**src/rtl/reg_file_sb.sv**
```systemverilog
// reg_file_sb: 32-entry integer register file with a write-first read bypass
// and a pending-write scoreboard for load/JAL results. The read side serves
// decode. The write side is fed by write-back. The issue side marks
// destinations that are still in flight.
module reg_file_sb #(
   parameter int XLEN = 32,
   parameter int NREG = 32
) (
   input  logic            clk,
   input  logic            rst_n,
   input  logic            RegWE,
   input  logic [4:0]      RegWA,
   input  logic [XLEN-1:0] RegWD,
   input  logic [4:0]      RA1,
   input  logic [4:0]      RA2,
   output logic [XLEN-1:0] RD1,
   output logic [XLEN-1:0] RD2,
   output logic            Busy1,
   output logic            Busy2,
   input  logic            IssueValid,
   input  logic [4:0]      IssueRd,
   input  logic            Flush
);

   // Register contents as seen by the read muxes. Entry 0 is hard-wired to zero.
   logic [XLEN-1:0] w_regs [NREG];

   // One-hot write and issue decodes. Bit 0 is masked so that x0 is never
   // written and never marked pending.
   logic [NREG-1:0] w_wr_dec;
   logic [NREG-1:0] w_iss_dec;

   // Scoreboard. Bit 0 exists only to simplify indexing and stays zero.
   logic [NREG-1:0] r_pending;
   logic [NREG-1:0] r_pending_next;

   assign w_regs[0] = '0;

   genvar gi;
   generate
      for (gi = 0; gi < NREG; gi++) begin : g_dec
         if (gi == 0) begin : g_zero
            assign w_wr_dec[gi]  = 1'b0;
            assign w_iss_dec[gi] = 1'b0;
         end else begin : g_nz
            assign w_wr_dec[gi]  = RegWE      && (RegWA   == 5'(gi));
            assign w_iss_dec[gi] = IssueValid && (IssueRd == 5'(gi));
         end
      end

      for (gi = 1; gi < NREG; gi++) begin : g_reg
         logic [XLEN-1:0] r_reg;

         // Architectural register gi; async clear, write when addressed by write-back
         always_ff @(posedge clk or negedge rst_n) begin
            if (!rst_n) begin
               r_reg <= '0;
            end else if (w_wr_dec[gi]) begin
               r_reg <= RegWD;
            end
         end

         assign w_regs[gi] = r_reg;
      end
   endgenerate

   // Scoreboard next state: flush clears everything; otherwise a write-back
   // clears its bit, and an issue sets its bit. Set wins on a collision
   // because the newer producer is still outstanding.
   always_comb begin
      r_pending_next = r_pending;
      if (Flush) begin
         r_pending_next = '0;
      end else begin
         r_pending_next = (r_pending & ~w_wr_dec) | w_iss_dec;
      end
      r_pending_next[0] = 1'b0;
   end

   // Scoreboard state register
   always_ff @(posedge clk or negedge rst_n) begin
      if (!rst_n) begin
         r_pending <= '0;
      end else begin
         r_pending <= r_pending_next;
      end
   end

   // Read ports with write-first bypass. A same-cycle write-back also
   // releases the stall, because the bypass already supplies the data.
   always_comb begin
      RD1   = '0;
      RD2   = '0;
      Busy1 = 1'b0;
      Busy2 = 1'b0;
      if (RA1 != 5'd0) begin
         if (RegWE && (RegWA == RA1)) begin
            RD1 = RegWD;
         end else begin
            RD1   = w_regs[RA1];
            Busy1 = r_pending[RA1];
         end
      end
      if (RA2 != 5'd0) begin
         if (RegWE && (RegWA == RA2)) begin
            RD2 = RegWD;
         end else begin
            RD2   = w_regs[RA2];
            Busy2 = r_pending[RA2];
         end
      end
   end

endmodule

```
**config.mk**
```make
export PLATFORM = sky130hd
export DESIGN_NAME = reg_file_sb
export DESIGN_NICKNAME = d
export VERILOG_FILES = /design/src/rtl/reg_file_sb.sv
export SDC_FILE = /design/constraint.sdc
export NUM_CORES = 2
export LEC_CHECK = 0
export BUFFER_PORTS_ARGS = -buffer_cell sky130_fd_sc_hd__buf_4
export CAP_MARGIN = 20
export CORE_UTILIZATION = 50
export CTS_BUF_LIST = sky130_fd_sc_hd__clkbuf_8
export DETAILED_ROUTE_END_ITERATION = 8
export PLACE_DENSITY = 0.66
export SLEW_MARGIN = 20
export SYNTH_ARGS = -nofsm -noshare
export SYNTH_HDL_FRONTEND = slang
export SYNTH_SLANG_ARGS = --single-unit
```
**constraint.sdc**
```tcl
create_clock -name clk -period 2.87 [get_ports clk]
set_input_delay 0.4305 -clock clk [delete_from_list [all_inputs] [get_ports clk]]
set_output_delay 0.4305 -clock clk [all_outputs]
set_load 0.02 [all_outputs]
```
==> impl_metrics.ini <==
[synth]
async_flop_share = 1.00
synth_nets = 3883
dominantRegCellSynth = dfrtp_1
ys_ff_latch = 1023
synth_top_area_cell = dfrtp_1
synth_top_area_frac = 0.461
syn_area_per_cell_sq_um = 14.5
syn-cell-area_sq_um = 55500
ys_types = 61
synth-edff-count = 0
synth_area_leaders = dfrtp_1 46%, mux2_2 22%, mux4_2 18%
synth_cells = 3826
ys_seq_area_frac = 0.461
yosys_warnings = 0

[routing]
drtIter0Drc = 4186
drc = 0
wirelength_met1_mm = 76.7
highest_layer = met5
vias = 39300
drtPass1Iterations = 6
totalWireLength_mm = 191
viasPerCell = 6.75
met3_length_mm = 17.8
drtAntennaViolNets = 0
met2_length_mm = 85.9
routed_wire_length_per_instance_microns = 32.7

[clock_tree]
clkTransAtPathRegs_ps = 60
clk_path_buf_depth = 3
cts_tree = done
clkLatencyLatePin_ps = 880
numCtsBuffers = 179
htree_levels = 4
cts_sinks = 1023
cts_root_buf = clkbuf_8

[sta]
finalHoldViolations = 0
slew_headroom = 0.265
setup_violations = 66
min_period_over_period = 1.14
skew_ps = 0
slew_violations = 0
fin_ws_ps = -399
grt_setup_unrepaired = true
finalSetupTns_ps = -13830
fmaxAchievable_mhz = 306
worstMarginPinSlew_ps = 1100
period_needed_ps = 3270

[finish]
drive_gt1_frac = 0.597
syn2layout_area_growth_pct = 19.6
largest_reg_flops = 992
fillCellCount = 8395
seq_area_sq_um = 25600
finalNetCount = 4269
multiInputGateArea_sq_um = 29000
final_cells = 5825

[grt]
grt_pass1_vias = 40800
grt_max_degree = 134
grt_pass1_wl_mm = 281
grt_overflow = 0
track_usage = 0.345
antenna_found_initial = 6

[setup_path]
rr_worst_depth = 3
worstSetupStartpointType = register
crit_chain = mux4_2 -> a22o_1 -> a221o_1 -> a211oi_2 -> nor3_2 -> buf_4
crit_type = register to primary output
cpMaxStageDelayCell = mux4_2
required_ps = 2440
crit_path_end_kind = primary output
arrival_ps = 2840
cp_max_fo = 2
setup.worst_path.start = g_reg[31].r_reg[8]
r2r-start = r_pending[7]
slowest_delay_ps = 500

[power]
finalPower_uw = 42800
vdd_drop_max_v = 0.000396
power.density_nw_per_um2 = 644
leakage_uw = 0.0292

[die]
dieHeight_microns = 335
coreArea_sq_um = 109000
num_io_pins = 123
dieArea_sq_um = 112000
start_util = 0.507
rows = 121
dieWidth_microns = 335

[run_status]
outcome = finished with violations
violations = setup timing

[placement]
numPortBuffers = 122
place_congestion = 0.878
dpl.cell_count = 5432
dp_hpwl_mm = 120

[worst_hold_path]
hold_depth = 2
min_path_type = input pin to register
hp-start = RegWD[21]

[run]
cap_violations = 0
## routing by layer
layer	vias to the layer above	GRT usage
li1	15600	-
met1	21000	0.477
met2	2130	0.519
met3	544	0.0767
met4	2	0.164
met5	-	0
## logic make-up after synthesis
kind of cell,after synthesis,share of synthesized area
multiplexers,1608,0.416
flip-flops,1023,0.461
buffers and inverters,419,0.0356
AND/OR/NAND/NOR,399,0.0350
AO/OA/AOI/OAI,367,0.0505
XOR/XNOR,10,0.00158
## cells in the mapped netlist (4+ instances only)
cell and count:
a211o_1 11, a211oi_1 29, a21oi_1 28, a221o_1 27, a221oi_1 44, a22o_1 42, a22oi_1 41, a32o_1 10
buf_1 44, buf_2 122, buf_4 29, buf_6 15, clkbuf_1 205, dfrtp_1 1023, mux2_1 21, mux2_2 1094
mux2i_1 42, mux4_2 451, nand2_1 95, nand2b_1 41, nand3_1 36, nand4_1 11, nor2_1 93, nor2b_1 17
nor3_1 68, nor4_1 12, o21ai_0 29, o21bai_1 9, o221ai_1 6, o22ai_1 60, o32a_1 13, or2_2 7
xnor2_1 6, xor2_1 4
## timing repair
action,in CTS,in global routing
gates cloned,0,0
hold endpoints to repair,373,0
setup buffers,60,19
resized for setup,202,45
pin swaps,145,47
hold buffers,13,0
setup endpoints to repair,66,66
## critical path, delay by kind of cell, from the launching register on
family / cells / cell delay (ps)
mux: 1 / 500
buf+inv: 1 / 190
simple gates: 1 / 120
compound gates: 3 / 760
flops: 1 / 380
## metrics by stage
stage / util / setup slack, ps / area [sq um] / hold slack [ps]
final: 0.607 / -399 / 66500 / 62.4
after global routing: 0.607 / -440 / 66500 / 69.1
after CTS: 0.604 / -439 / 66100 / 2.76
after detailed placement: 0.560 / -494 / 61300 / 382
after global placement: 0.560 / -462 / 61300 / 403
after floorplan: - / 189 / 55500 / 135
## report_power, final
part	leakage, uW	internal [uW]	switching, uW
clock	0.00206	7000	6280
combinational	0.0140	6210	4130
sequential	0.0131	17200	1970
total	0.0292	30400	12400
## layout by cell type (no fill, tap or decap), types with 21 or more instances in the layout
master,Yosys,final
clkbuf_8,0,226
nand3_1,36,33
nand2_1,95,77
dfrtp_1,1023,1023
nor3_1,68,48
mux2_1,21,21
a221oi_1,44,39
mux2i_1,42,39
buf_12,2,121
mux2_2,1094,1082
o22ai_1,60,43
mux4_2,451,451
buf_4,29,427
a22oi_1,41,25
nor2_1,93,75
a22o_1,42,40
inv_1,2,75
a221o_1,27,27
nand2b_1,41,24
buf_6,15,56
## final cells by class
cell class,count,area share
antenna,4,0.000151
clock buffer,225,0.0466
clock inverter,89,0.00589
inverter,2,0.000113
multi-input combinational,2384,0.437
sequential,1023,0.385
tap,1476,0.0278
timing repair buffer,622,0.0972
## path summary, 6_finish.rpt
check | endpoint | slack, ps
hold reg to reg | g_reg[28].r_reg[5] | 510
min in group asynchronous | g_reg[1].r_reg[7] | 80
setup reg to reg | r_pending[7] | 1580
setup / recovery | RD1[8] | -400
hold / removal | g_reg[28].r_reg[21] | 60
max in group asynchronous | g_reg[14].r_reg[26] | 1650
Note: power is estimated with default switching activity, not from simulation.
